<file path="src/rtl/instr_encode.sv">
// RV32I instruction encoder: assembles field beats into machine words
// and streams them to sequential memory addresses.
module instr_encode (
  input  logic        i_clk,
  input  logic        i_rst_n,
  input  logic        i_start,
  input  logic        i_stop,
  input  logic [31:0] i_base_addr,
  input  logic        i_valid,
  output logic        o_ready,
  input  logic [3:0]  i_code,
  input  logic [2:0]  i_funct3,
  input  logic        i_funct7_b5,
  input  logic [4:0]  i_rd,
  input  logic [4:0]  i_rs1,
  input  logic [4:0]  i_rs2,
  input  logic [31:0] i_imm,
  output logic        o_we,
  output logic [31:0] o_addr,
  output logic [31:0] o_wdata,
  input  logic        i_wr_ready,
  output logic        o_busy,
  output logic [15:0] o_count,
  output logic        o_err
);

  typedef enum logic [1:0] {
    IDLE,
    RUN,
    DRAIN
  } state_t;

  localparam logic [6:0] OP_R    = 7'b0110011;
  localparam logic [6:0] OP_I    = 7'b0010011;
  localparam logic [6:0] OP_LD   = 7'b0000011;
  localparam logic [6:0] OP_S    = 7'b0100011;
  localparam logic [6:0] OP_B    = 7'b1100011;
  localparam logic [6:0] OP_J    = 7'b1101111;
  localparam logic [6:0] OP_JALR = 7'b1100111;
  localparam logic [6:0] OP_LUI  = 7'b0110111;
  localparam logic [6:0] OP_AUI  = 7'b0010111;

  state_t      state;
  state_t      state_nx;
  logic        out_valid;
  logic [31:0] ptr;
  logic        accept;
  logic        retire;
  logic        legal;
  logic [31:0] word;
  logic        open_s;

  assign o_we   = out_valid;
  assign retire = out_valid && i_wr_ready;
  assign accept = i_valid && o_ready;
  assign open_s = (state == IDLE) && i_start;

  // State register
  always_ff @(posedge i_clk or negedge i_rst_n) begin
    if (!i_rst_n) state <= IDLE;
    else          state <= state_nx;
  end

  // Session sequencing and handshake outputs
  always_comb begin
    state_nx = state;
    o_ready  = 1'b0;
    o_busy   = 1'b0;
    unique case (state)
      IDLE: begin
        if (i_start) state_nx = RUN;
      end
      RUN: begin
        o_busy  = 1'b1;
        o_ready = !out_valid || i_wr_ready;
        if (i_stop) state_nx = DRAIN;
      end
      DRAIN: begin
        o_busy = 1'b1;
        if (!out_valid) state_nx = IDLE;
      end
      default: state_nx = IDLE;
    endcase
  end

  // Field-to-word assembly per instruction class
  always_comb begin
    legal = 1'b1;
    word  = '0;
    unique case (i_code)
      4'd1: word = {1'b0, i_funct7_b5, 5'b0, i_rs2,
                    i_rs1, i_funct3, i_rd, OP_R};
      4'd2: begin
        word = {i_imm[11:0], i_rs1, i_funct3, i_rd, OP_I};
        if (i_funct3 == 3'b001 || i_funct3 == 3'b101)
          word[31:20] = {1'b0, i_funct7_b5, 5'b0, i_imm[4:0]};
      end
      4'd3: word = {i_imm[11:0], i_rs1, i_funct3, i_rd, OP_LD};
      4'd4: word = {i_imm[11:5], i_rs2, i_rs1, i_funct3,
                    i_imm[4:0], OP_S};
      4'd5: word = {i_imm[12], i_imm[10:5], i_rs2, i_rs1,
                    i_funct3, i_imm[4:1], i_imm[11], OP_B};
      4'd6: word = {i_imm[20], i_imm[10:1], i_imm[11],
                    i_imm[19:12], i_rd, OP_J};
      4'd7: word = {i_imm[11:0], i_rs1, i_funct3, i_rd, OP_JALR};
      4'd8: word = {i_imm[31:12], i_rd, OP_LUI};
      4'd9: word = {i_imm[31:12], i_rd, OP_AUI};
      default: legal = 1'b0;
    endcase
  end

  // Output stage, address pointer, counters and sticky error
  always_ff @(posedge i_clk or negedge i_rst_n) begin
    if (!i_rst_n) begin
      out_valid <= 1'b0;
      ptr       <= '0;
      o_addr    <= '0;
      o_wdata   <= '0;
      o_count   <= '0;
      o_err     <= 1'b0;
    end else if (open_s) begin
      ptr     <= i_base_addr;
      o_count <= '0;
      o_err   <= 1'b0;
    end else begin
      if (retire) begin
        ptr <= ptr + 32'd4;
        if (o_count != 16'hFFFF) o_count <= o_count + 16'd1;
      end
      if (accept && legal) begin
        out_valid <= 1'b1;
        o_addr    <= retire ? ptr + 32'd4 : ptr;
        o_wdata   <= word;
      end else if (retire) begin
        out_valid <= 1'b0;
      end
      if (accept && !legal) o_err <= 1'b1;
    end
  end

endmodule

</file>
<file path="config.mk">
export PLATFORM = sky130hd
export DESIGN_NAME = instr_encode
export DESIGN_NICKNAME = d
export VERILOG_FILES = /design/src/rtl/instr_encode.sv
export SDC_FILE = /design/constraint.sdc
export NUM_CORES = 1
export LEC_CHECK = 0
export CAP_MARGIN = 15
export CORE_ASPECT_RATIO = 1.25
export CORE_UTILIZATION = 48
export CTS_BUF_LIST = sky130_fd_sc_hd__clkbuf_4
export DETAILED_ROUTE_END_ITERATION = 16
export GPL_ROUTABILITY_DRIVEN = 0
export PLACE_DENSITY = 0.82
export SYNTH_ARGS = -nofsm -noshare
export SYNTH_HDL_FRONTEND = slang
export SYNTH_SLANG_ARGS = --single-unit
</file>
<file path="constraint.sdc">
create_clock -name i_clk -period 2.44 [get_ports i_clk]
set_input_delay 0.366 -clock i_clk [delete_from_list [all_inputs] [get_ports i_clk]]
set_output_delay 0.366 -clock i_clk [all_outputs]
set_load 0.03 [all_outputs]
</file>
### Word level (Yosys, flattened, before mapping)

Index checks and enable logic that the tools add are counted.

| operators by class | value |
|---|---|
| add/subtract/negate cells | 2 |
| eq/ne operators | 17 |
| mux-type cells | 18 |
| bitwise gates (word level) | 1 |
| reductions and logical operators | 20 |

Operators with widths:

| operator | count |
|---|---|
| $pmux 32 s9 | 1 |
| $mux 32 | 2 |
| $mux 16 | 3 |
| $add 32x3->32 const B | 1 |
| $add 16x1->16 const B | 1 |
| $eq 4x3->1 const B | 4 |
| $ne 16x16->1 const B | 1 |
| $mux 12 | 1 |
| $reduce_or 9->1 | 1 |
| $eq 4x2->1 const B | 2 |
| $eq 4x4->1 const B | 2 |
| $reduce_bool 2->1 | 4 |
| $mux 1 | 7 |
| $mux 2 | 3 |
| $ne 2x2->1 const B | 3 |
| $pmux 2 s3 | 1 |
| $reduce_and 2->1 | 3 |
| $logic_and 1x1->1 | 5 |
| $eq 4x1->1 const B | 1 |
| $eq 3x1->1 const B | 1 |
| $eq 3x3->1 const B | 1 |
| $reduce_and 3->1 | 1 |
| $eq 2x1->1 const B | 1 |
| $eq 2x2->1 const B | 1 |
| other kinds (5) | 7 |

| word-level totals | value |
|---|---|
| bits in registers | 116 |
| input bits | 93 |
| output and inout port bits | 84 |
| logic and storage cells | 65 |

### Depth between registers and ports, before layout

| logic depth | value |
|---|---|
| word-level depth | 7 |
| gate-level depth with buffers | 9 |
| depth with buffers taken out | 6 |

### Least setup slack after synthesis

No wires, ideal clock.

| timing | value |
|---|---|
| path type | flip-flop to flip-flop |
| from | register out_valid (netlist: o_we) |
| to | register o_addr[29] |
| setup time | 0.125 ns |
| arrival | 1.893 ns |
| required time | 2.315 ns |
| path slack | 0.423 ns |
| stages on the path, launching flop included | 7 |
| path buffers | 2 |
| clock period less this slack | 2.017 ns |
| path through | dfrtp_1 -> nand2b_1 -> and2_1 -> nand4_1 -> buf_2 -> clkbuf_1 -> mux2_2 |

| on the way | value |
|---|---|
| longest elaborated chain between the ends | 6 |
| elaborated cells on any way between the ends | 8 |
| classes of those cells | mux (2); reduce/logical (6) |

Ends and longest elaborated chain:

| item | RTL line | RTL |
|---|---|---|
| start: declaration | 45 | `logic out_valid;` |
| start signal: assignment | 115 | `out_valid <= 1'b0;` |
| start signal: assignment | 131 | `out_valid <= 1'b1;` |
| start signal: assignment | 135 | `out_valid <= 1'b0;` |
| $logic_not 1->1 | n/a |  |
| $logic_or 1x1->1 | 75 | `o_ready = !out_valid \|\| i_wr_ready;` |
| $mux 1 | 69 | `unique case (state)` |
| net o_ready | 10 | `output logic o_ready,` |
| $logic_and 1x1->1 | 55 | `assign accept = i_valid && o_ready;` |
| $logic_and 1x1->1 | 130 | `if (accept && legal) begin` |
| $reduce_and 2->1 (no source line) | n/a |  |
| end signal: assignment | 132 | `o_addr <= retire ? ptr + 32'd4 : ptr;` |
| end: declaration | 19 | `output logic [31:0] o_addr,` |

The timed path passes the listed nets, and every way through them passes these cells.
A chain may end at the register's enable or synchronous reset.

### Worst setup path after layout

| timing | value |
|---|---|
| from | register ptr[8] |
| to | register o_addr[24] |

| on the way | value |
|---|---|
| longest elaborated chain between the ends | 2 |

Ends and longest elaborated chain:

| item | RTL line | RTL |
|---|---|---|
| start: declaration | 46 | `logic [31:0] ptr;` |
| start signal: assignment | 122 | `ptr <= i_base_addr;` |
| start signal: assignment | 127 | `ptr <= ptr + 32'd4;` |
| $add 32x3->32 | 132 |  |
| $mux 32 | n/a |  |

Every way passes these cells.

==> impl_metrics.json <==
{
  "status": "finished clean",
  "ys_top_cells_by_area": "dfrtp_1 (51%), nand2_1 (5.6%), o21ai_0 (5.0%), nor2_1 (3.9%), mux2_2 (3.4%)",
  "rsz0062_at_grt": "no",
  "crit_chain": "nand3_1 > or4_1 > nor4_2 > xor2_1 > mux2_2",
  "cts.htree.levels": 4,
  "period_needed_ns": 2.12,
  "layout_setup_ws_ns": 0.318,
  "ys_ff_latch": 115,
  "ant_nets": 0,
  "fmaxAchievable_mhz": 471,
  "synth_top_family_by_area": "simple AND/OR/NAND/NOR gates",
  "syn-cell-area_um2": 5650,
  "synth_fa_ha_area_share_pct": 1.55,
  "worstSetupPathType": "flop to flop",
  "synthMuxAreaShare_pct": 3.92,
  "syn-num-nets": 688,
  "area_delta_synth_final_pct": 41.7,
  "route.vias.total": 5171,
  "yosys.area_share.simple_pct": 21.2,
  "relSlewSlack_pct": 47.9,
  "r2r_setup_slack_ns": 0.32,
  "synth_compound_area_share_pct": 13.0,
  "yosysTopAreaCell": "dfrtp_1",
  "tightestPinTransition_ns": 0.773,
  "ys.flop_type": "dfrtp_1",
  "seqPwrFrac_pct": 36.5,
  "drc": 0,
  "cts_setup_buffers": 0,
  "cts_tree": "done",
  "critical_path.top_delay_family": "simple AND/OR/NAND/NOR gates",
  "endpoint_kind": "flop",
  "p_leak_nw": 3.39,
  "grt_usage_pct": 25.3,
  "dieHeight_um": 123,
  "routed_via_density": 5.60,
  "critPathBufInv": 0,
  "core_area_um2": 11300,
  "ios": 177,
  "synth-edff-count": 0,
  "port_buffers": 176,
  "min_path_type": "input port to flop",
  "synth-xor-area-share_pct": 6.20,
  "first_pass_iters": 5,
  "grt_max_degree": 116,
  "synth_top_area_share_pct": 50.9,
  "ys_types": 48,
  "synthCells": 588,
  "finalCritPeriodShare_pct": 87.0,
  "die_area_um2": 12200,
  "pwr-share-clk_pct": 17.3,
  "fillCellCount": 860,
  "clock_skew_ns": 0.0159,
  "setup_viol": 0,
  "clk_pin_slew_worst_paths_ns": 0.11,
  "synth.avg_cell_area_um2": 9.61,
  "intPower_mw": 5.28,
  "post-dp-hpwl_um": 11000,
  "dp_slack_ns": 0.116,
  "drive_gt1_share_pct": 9.91,
  "antenna_found_initial": 1,
  "grt_overflow": 0,
  "worst_hold_slack_ns": 0.369,
  "start_kind": "flop",
  "drt_iter0_drc": 247,
  "fp-row-count": 43,
  "clkLatencyLatePin_ns": 0.52,
  "cp_slowest_cell": "or4_1",
  "power.density_nw_per_um2": 1120,
  "swShare_pct": 41.0,
  "layout_common_cells": "clkdlybuf4s50_1 (173), dfrtp_1 (115), nand2_1 (83)",
  "root_buffer": "clkbuf_4",
  "cts_sinks": 115,
  "synth_seq_area_share_pct": 50.9,
  "initial_core_util_pct": 50.0,
  "hold_violations": 0,
  "power.switching_mw": 3.66,
  "grt_pass1_vias": 5003,
  "wl_um": 15200,
  "p_comb_share_pct": 46.2,
  "slowest_delay_ns": 0.75,
  "fin_nets": 874,
  "clockBufferDepth": 2,
  "finalSetupTns_ns": 0,
  "grt_pass1_wl_um": 23900,
  "critPathMaxFanout": 7,
  "die_w_um": 99.0,
  "cap_violations": 0,
  "wl_per_cell_um": 16.5,
  "vdd_ir_drop_max_mv": 0.588,
  "cp.required_ns": 2.85,
  "final_common_cell": "clkdlybuf4s50_1",
  "async_flop_share_pct": 100,
  "yosys_warnings": 0,
  "final_max_slew_viol_count": 0,
  "cp_data_arrival_time_ns": 2.53,
  "cts_buffers": 17
}
-- state kept, by name (all words and copies together) (netlist names) --
| register | flops |
|---|---|
| o_addr | 32 |
| ptr | 32 |
| o_wdata | 31 |
| o_count | 16 |
| state | 2 |
| o_err | 1 |
| o_we | 1 |
-- kinds of logic (layout without fill, tap and decap cells) --
kind of cell,Yosys count,after routing
AOI/OAI and AO/OA,127,127
xor gates and xnor gates,40,40
adders and majority gates,7,7
buffers and inverters,42,241
DFF,115,115
muxes,20,20
other,0,1
and+or+nand+nor,237,237
-- per-stage QoR --
step | instances | power (mW) | instance area (um2) | util, %
2_1_floorplan | 588 | 5.63 | 5650 | -
3_3_place_gp | 889 | 7.27 | 7680 | 67.9
3_5_place_dp | 889 | 7.44 | 7680 | 67.9
4_1_cts | 922 | 9.00 | 8000 | 70.8
5_1_grt | 923 | 9.46 | 8000 | 70.8
6_report | 923 | 8.94 | 8000 | 70.8
-- power by group through the flow --
stage	logic [mW]	clock network, mW	registers [mW]
finish	4.13	1.54	3.26
global route	4.45	1.66	3.35
CTS	4.17	1.58	3.26
detailed placement	4.15	0	3.29
global placement	4.04	0	3.24
floorplan	1.48	0	4.15
-- cell usage after synthesis (all sizes together) (2+ instances only) --
master  count
and2        4
clkbuf     23
buf         8
nor3       11
o31ai       2
and3        9
and4        7
dfrtp     115
a221oi      5
mux2i       3
o21ai      61
nor2b       3
ha          7
inv        11
nand2      84
nor4        6
nand3      12
nand2b      6
a22oi      18
mux2       17
xnor2      19
nor3b       8
nor4b       2
nand4      20
or3         3
nor2       59
a21oi      31
or4         2
a31oi       2
xor2       21
-- tightest hold or removal path, stage by stage --
cell and delay (ns):
clkdlybuf4s50_1 0.40, nand2_1 0.05, nand2_1 0.04
-- routing by layer --
| metal | wire length [um] | GRT usage, % |
|---|---|---|
| met5 | 0 | 0 |
| met4 | 293 | 10.4 |
| met3 | 793 | 6.05 |
| met2 | 7880 | 44.2 |
| met1 | 6280 | 30.1 |
-- repair_timing --
item / CTS / global route
hold buffers: 1 / 0
hold endpoints to repair: 115 / 0
resized for setup: 0 / 1
endpoints found under the setup margin: 0 / 1
-- path summary, 6_finish.rpt --
path	from	endpoint	cells after the start
setup reg to reg	ptr[8]	o_addr[24]	5
setup / recovery	ptr[8]	o_addr[24]	5
min in group asynchronous	i_rst_n	o_addr[19]	3
hold / removal	i_base_addr[0]	ptr[0]	3
hold reg to reg	o_wdata[29]	o_wdata[29]	2
max in group asynchronous	i_rst_n	state[0]	3
-- final cells by class --
| class | instances | area, um2 | area share [%] |
|---|---|---|---|
| sequential | 115 | 2880 | 36.0 |
| multi-input combinational | 431 | 2600 | 32.5 |
| timing repair buffer | 198 | 2000 | 25.0 |
| tap | 135 | 169 | 2.11 |
| clock inverter | 12 | 163 | 2.03 |
| clock buffer | 20 | 150 | 1.88 |
| inverter | 11 | 41.3 | 0.516 |
| antenna | 1 | 2.50 | 0.0313 |
Power figures use the tool's default switching activity.
